==> config.mk <==
export PLATFORM = sky130hd
export DESIGN_NAME = vram_scheduler
export DESIGN_NICKNAME = d
export VERILOG_FILES = /design/src/rtl/vram_scheduler.sv
export SDC_FILE = /design/constraint.sdc
export NUM_CORES = 1
export LEC_CHECK = 0
export ABC_AREA = 1
export BUFFER_PORTS_ARGS = -buffer_cell sky130_fd_sc_hd__buf_2
export CELL_PAD_IN_SITES_DETAIL_PLACEMENT = 0
export CELL_PAD_IN_SITES_GLOBAL_PLACEMENT = 1
export CORE_MARGIN = 5
export CORE_UTILIZATION = 46
export DETAILED_ROUTE_END_ITERATION = 10
export HOLD_SLACK_MARGIN = 0.12
export PLACE_DENSITY = 0.76
export SYNTH_ARGS = -nofsm -noshare
export SYNTH_HDL_FRONTEND = slang
export SYNTH_SLANG_ARGS = --single-unit
==> constraint.sdc <==
create_clock -name clk -period 2.3 [get_ports clk]
set_clock_uncertainty 0.15 [all_clocks]
set_input_delay 0.115 -clock clk [delete_from_list [all_inputs] [get_ports clk]]
set_output_delay 0.115 -clock clk [all_outputs]
set_load 0.05 [all_outputs]
==> src/rtl/vram_scheduler.sv <==
// VRAM arbiter between the CPU video bus and the display prefetch FIFO.
// Define VRAM_STALL_EN to let a starving display FIFO stall the CPU via cpu_wait.
module vram_scheduler #(
    parameter int ADDR_W     = 15,
    parameter int DATA_W     = 8,
    parameter int FIFO_DEPTH = 16,
    parameter int LOW_WM     = 4
) (
    input  logic              clk,
    input  logic              rst_n,
    input  logic              cpu_req,
    input  logic              cpu_we,
    input  logic [ADDR_W-1:0] cpu_addr,
    input  logic [DATA_W-1:0] cpu_wdata,
    output logic [DATA_W-1:0] cpu_rdata,
    output logic              cpu_rvalid,
    output logic              cpu_wait,
    output logic [ADDR_W-1:0] vram_addr,
    output logic [DATA_W-1:0] vram_wdata,
    output logic              vram_we,
    input  logic [DATA_W-1:0] vram_rdata,
    input  logic              frame_start,
    input  logic [ADDR_W-1:0] fetch_base,
    input  logic [15:0]       fetch_len,
    input  logic              pix_pop,
    output logic [DATA_W-1:0] pix_data,
    output logic              pix_valid,
    output logic              underrun,
    output logic              fetch_busy
);

    localparam int PTR_W = $clog2(FIFO_DEPTH);
    localparam int LVL_W = PTR_W + 2;

`ifdef VRAM_STALL_EN
    localparam bit STALL_EN = 1'b1;
`else
    localparam bit STALL_EN = 1'b0;
`endif

    typedef enum logic [1:0] {
        IDLE,
        FETCH,
        DONE
    } fetch_state_t;

    fetch_state_t      state;
    logic [ADDR_W-1:0] fetch_ptr;
    logic [15:0]       remaining;
    logic [ADDR_W-1:0] last_addr;
    logic [DATA_W-1:0] last_wdata;
    logic [DATA_W-1:0] rdata_q;
    logic              inflight_cpu;
    logic              inflight_disp;

    logic [DATA_W-1:0] fifo_mem [FIFO_DEPTH];
    logic [PTR_W-1:0]  rd_ptr;
    logic [PTR_W-1:0]  wr_ptr;
    logic [PTR_W:0]    fifo_count;

    logic [LVL_W-1:0]  level;
    logic              fetching;
    logic              room;
    logic              starve;
    logic              cpu_grant;
    logic              disp_grant;
    logic              push;
    logic              pop;

    // Outstanding display reads count against capacity so a returning read always has a slot.
    assign level    = LVL_W'(fifo_count) + LVL_W'(inflight_disp);
    assign fetching = (state == FETCH);
    assign room     = level < LVL_W'(FIFO_DEPTH);
    assign starve   = STALL_EN && fetching && (level < LVL_W'(LOW_WM));

    assign cpu_grant  = rst_n && cpu_req && !starve;
    assign disp_grant = rst_n && fetching && room && (!cpu_req || starve);
    assign cpu_wait   = rst_n && cpu_req && starve;

    assign vram_we    = cpu_grant && cpu_we;
    assign vram_addr  = cpu_grant ? cpu_addr : (disp_grant ? fetch_ptr : last_addr);
    assign vram_wdata = cpu_grant ? cpu_wdata : last_wdata;

    // Read data is presented straight from the VRAM in the return cycle, then held.
    assign cpu_rvalid = inflight_cpu;
    assign cpu_rdata  = inflight_cpu ? vram_rdata : rdata_q;

    assign fetch_busy = fetching;
    assign pix_valid  = (fifo_count != '0);
    assign pix_data   = pix_valid ? fifo_mem[rd_ptr] : '0;

    assign push = inflight_disp && !frame_start;
    assign pop  = pix_pop && pix_valid;

    always_ff @(posedge clk or negedge rst_n) begin
        if (!rst_n) begin
            last_addr    <= '0;
            last_wdata   <= '0;
            rdata_q      <= '0;
            inflight_cpu <= 1'b0;
        end else begin
            last_addr    <= vram_addr;
            last_wdata   <= vram_wdata;
            inflight_cpu <= cpu_grant && !cpu_we;
            if (inflight_cpu) begin
                rdata_q <= vram_rdata;
            end
        end
    end

    // A new frame preempts everything, including a display read issued in the same cycle.
    always_ff @(posedge clk or negedge rst_n) begin
        if (!rst_n) begin
            state         <= IDLE;
            fetch_ptr     <= '0;
            remaining     <= '0;
            inflight_disp <= 1'b0;
        end else begin
            inflight_disp <= disp_grant && !frame_start;
            if (frame_start) begin
                fetch_ptr <= fetch_base;
                remaining <= fetch_len;
                state     <= (fetch_len != 16'd0) ? FETCH : IDLE;
            end else begin
                case (state)
                    FETCH: begin
                        if (disp_grant) begin
                            fetch_ptr <= fetch_ptr + ADDR_W'(1);
                            remaining <= remaining - 16'd1;
                            if (remaining == 16'd1) begin
                                state <= DONE;
                            end
                        end
                    end
                    DONE: begin
                        if (!inflight_disp) begin
                            state <= IDLE;
                        end
                    end
                    IDLE:    ;
                    default: state <= IDLE;
                endcase
            end
        end
    end

    always_ff @(posedge clk or negedge rst_n) begin
        if (!rst_n) begin
            rd_ptr     <= '0;
            wr_ptr     <= '0;
            fifo_count <= '0;
            underrun   <= 1'b0;
        end else if (frame_start) begin
            rd_ptr     <= '0;
            wr_ptr     <= '0;
            fifo_count <= '0;
            underrun   <= 1'b0;
        end else begin
            if (push) begin
                wr_ptr <= wr_ptr + PTR_W'(1);
            end
            if (pop) begin
                rd_ptr <= rd_ptr + PTR_W'(1);
            end
            case ({push, pop})
                2'b10:   fifo_count <= fifo_count + (PTR_W+1)'(1);
                2'b01:   fifo_count <= fifo_count - (PTR_W+1)'(1);
                default: ;
            endcase
            if (pix_pop && !pix_valid) begin
                underrun <= 1'b1;
            end
        end
    end

    always_ff @(posedge clk) begin
        if (push) begin
            fifo_mem[wr_ptr] <= vram_rdata;
        end
    end

endmodule

==> flow_summary.json <==
{
  "pwr-share-comb_pct": 36.4,
  "min_period_over_period_pct": 108,
  "cpPeakStageDelay_ps": 480,
  "top_level_ports": 113,
  "worstHoldStart": "rst_n",
  "first_pass_iters": 5,
  "synth_flop_cell": "edfxtp_1",
  "hold_viol": 0,
  "cts_tree": "yes",
  "cts_made_buffers": 23,
  "finish.utilization_pct": 67.1,
  "place.detailed.hpwl_mm": 15.7,
  "register_area_um2": 5850,
  "cp.arrival_ps": 2210,
  "rows": 51,
  "dpl-instance-area_um2": 10300,
  "leakage_nw": 5.31,
  "max_slew_margin_pct": 46.2,
  "required_ps": 2040,
  "switchingPower_mw": 4.37,
  "grt_start_max_net_pins": 54,
  "cts.sinks": 208,
  "stdcell_area_um2": 13100,
  "crit_family": "buffers and inverters",
  "slowest_stage": "dfrtp_2",
  "path_buf_inv": 4,
  "p_clk_share_pct": 27.7,
  "port_buffers": 111,
  "start_util_pct": 47.1,
  "cts_root_buf": "clkbuf_16",
  "rsz0062_at_grt": "true",
  "n_fill_cell": 1491,
  "grt_first_pass_wirelength_mm": 41.3,
  "ir_drop_uv": 602,
  "synth-seq-cells": 208,
  "setup_ws_ps": -177,
  "cap_viol_max_count": 0,
  "finalSetupViolCount": 20,
  "r2r-start": "fifo_count[1]",
  "drive_gt1_share_pct": 27.8,
  "cp_max_fo": 6,
  "setup.worst_path.start": "rd_ptr[0]",
  "critical_path_class": "flip-flop to primary output",
  "synth_edf_count": 128,
  "initialDrtViolationCount": 386,
  "p_sw_share_pct": 35.5,
  "grt_antenna_before_repair": 0,
  "core_area_um2": 19600,
  "most-common-layout-cells": "138 x nor2_1, 128 x edfxtp_1, 100 x nand2_1",
  "drt-wirelength-per-cell_um": 19.0,
  "grt.overflow.total": 0,
  "synthArstFlopShare_pct": 38.5,
  "die_x_um": 152,
  "die_h_um": 152,
  "multi_input_area_um2": 3490,
  "nets": 1224,
  "p_int_mw": 7.94,
  "layout_commonest_cell": "nor2_1",
  "maxSlewViolCount": 0,
  "grt_util_all_layers_pct": 23.1,
  "htree_num_levels": 1,
  "ys_types": 37,
  "place_congestion": 0.770,
  "synth_nets": 954,
  "power_mw": 12.3,
  "synth_cells": 876,
  "area_growth_pct": 42.5,
  "worstPathCellList": "clkinv_4 > buf_12 > clkbuf_16 > o21ai_1 > o22ai_1 > nor2_1 > nor2_1 > o21ai_1 > a21oi_2 > buf_6",
  "power_frac_seq_pct": 36.0,
  "drc": 0,
  "end_kind": "primary output",
  "grt_pass1_vias": 7766,
  "syn_area_per_cell_um2": 10.5,
  "vias": 7646,
  "clock_latency_ps": 510,
  "violations": "negative setup slack",
  "dieArea_um2": 23000,
  "yosys_warnings": 0,
  "worstSetupStartpointType": "flip-flop",
  "via_per_inst": 5.36,
  "final.min_clock_period_ps": 2480,
  "netlist_area_um2": 9230,
  "fmax_mhz": 404,
  "cellPowerDensity_nw_per_um2": 936,
  "ant_nets": 0,
  "holdCritPathClass": "primary input to flip-flop",
  "tightest_slew_ps": 805,
  "outcome": "finished with violations",
  "cts.clk_slew.worst_paths_ps": 60,
  "yosysSeqAreaShare_pct": 63.3,
  "cts_buffer_depth": 3,
  "finalWirelength_mm": 27.1
}
[synthesized netlist by cell type, types with 2 or more instances]
cell | n | share of area, %
nor2_1 | 141 | 5.7
nand2_1 | 131 | 5.3
edfxtp_1 | 128 | 42
o21ai_0 | 83 | 4.5
dfrtp_1 | 80 | 22
inv_1 | 49 | 2.0
nand3_1 | 38 | 2.1
o221ai_1 | 28 | 2.7
clkbuf_1 | 27 | 1.1
a21oi_1 | 21 | 1.1
a31oi_1 | 16 | 1.1
mux2_2 | 16 | 2.0
xor2_1 | 14 | 1.3
o211ai_1 | 13 | 1.1
o22ai_1 | 13 | 0.88
buf_2 | 12 | 0.65
ha_1 | 10 | 1.4
nor3_1 | 9 | 0.49
nand4_1 | 8 | 0.54
nor4_1 | 6 | 0.41
xnor2_1 | 6 | 0.57
inv_2 | 5 | 0.20
buf_4 | 3 | 0.24
o31ai_1 | 3 | 0.24
clkinv_1 | 2 | 0.081
nand3_2 | 2 | 0.22
o21ai_1 | 2 | 0.11
[flip-flops by register name, summed over array words and instances (netlist names), 2 cells and up]
register,count
rdata_q,8
wr_ptr,4
state,2
fifo_mem,128
remaining,16
last_addr,15
fifo_count,5
fetch_ptr,15
rd_ptr,4
last_wdata,8
[final cells by class]
class	count	area share, %
inverters	56	1.78
clock buffers	31	4.61
multi-input cells	569	26.5
repair buffers	286	19.2
flip-flops and latches	208	44.5
diodes	1	0.0190
repair inverters	2	0.276
clock inverters	9	0.619
well taps	265	2.52
[what timing repair did]
item	4_1_cts	5_1_grt
setup buffers	21	15
pin swaps	31	36
endpoints found under the setup margin	23	26
cloned	8	3
hold buffers	97	0
hold endpoints to repair	232	0
gates resized for setup	128	73
[worst paths after layout]
check	to	slack, ps	depth (start not counted)
worst max-delay path	pix_data[2]	-180	10
worst min-delay path	cpu_rvalid	160	4
worst max register to register	fifo_count[4]	70	15
worst min register to register	last_wdata[3]	340	1
max in group asynchronous	rd_ptr[0]	610	4
min in group asynchronous	last_addr[2]	350	4
[power groups by stage]
stage          Sequential (mW)  Combinational, mW  Clock, mW
2_1_floorplan             4.44               2.28          0
3_3_place_gp              4.45               3.17          0
3_5_place_dp              4.46               3.19          0
4_1_cts                   4.40               4.09       3.47
5_1_grt                   4.46               4.78       3.62
6_report                  4.43               4.47       3.40
[layer usage]
metal  track usage (%)  vias to the layer above  share of wire, %
met2              40.8                      235                51
met4              6.33                        0               2.5
met1              29.6                     3712                41
met5                 0                        -                 0
li1                  -                     3645                 -
met3              3.96                       54               5.5
[tightest hold or removal path, delay by kind of cell]
kind | cells | cell delay (ps)
buffers and inverters | 2 | 410
and+or+nand+nor | 2 | 210
[logic make-up after synthesis]
kind of cell / synth area share, %
AO/OA/AOI/OAI: 12.0
multiplexers: 1.95
adder cells (fa/ha/maj): 1.36
flip-flops: 63.3
buffers and inverters: 4.31
other: 0.0406
AND/OR/NAND/NOR: 15.1
XOR/XNOR: 1.90
[per-stage QoR]
| stage | hold WS (ps) | instances | setup TNS [ps] | setup WS (ps) |
|---|---|---|---|---|
| floorplan | -331 | 876 | 0 | 39.0 |
| global placement | 71.7 | 1247 | 0 | 261 |
| detailed placement | 72.2 | 1247 | 0 | 228 |
| CTS | 136 | 1413 | -1210 | -154 |
| global route | 181 | 1426 | -3130 | -232 |
| finish | 161 | 1427 | -1290 | -177 |
Power figures use the tool's default switching activity.
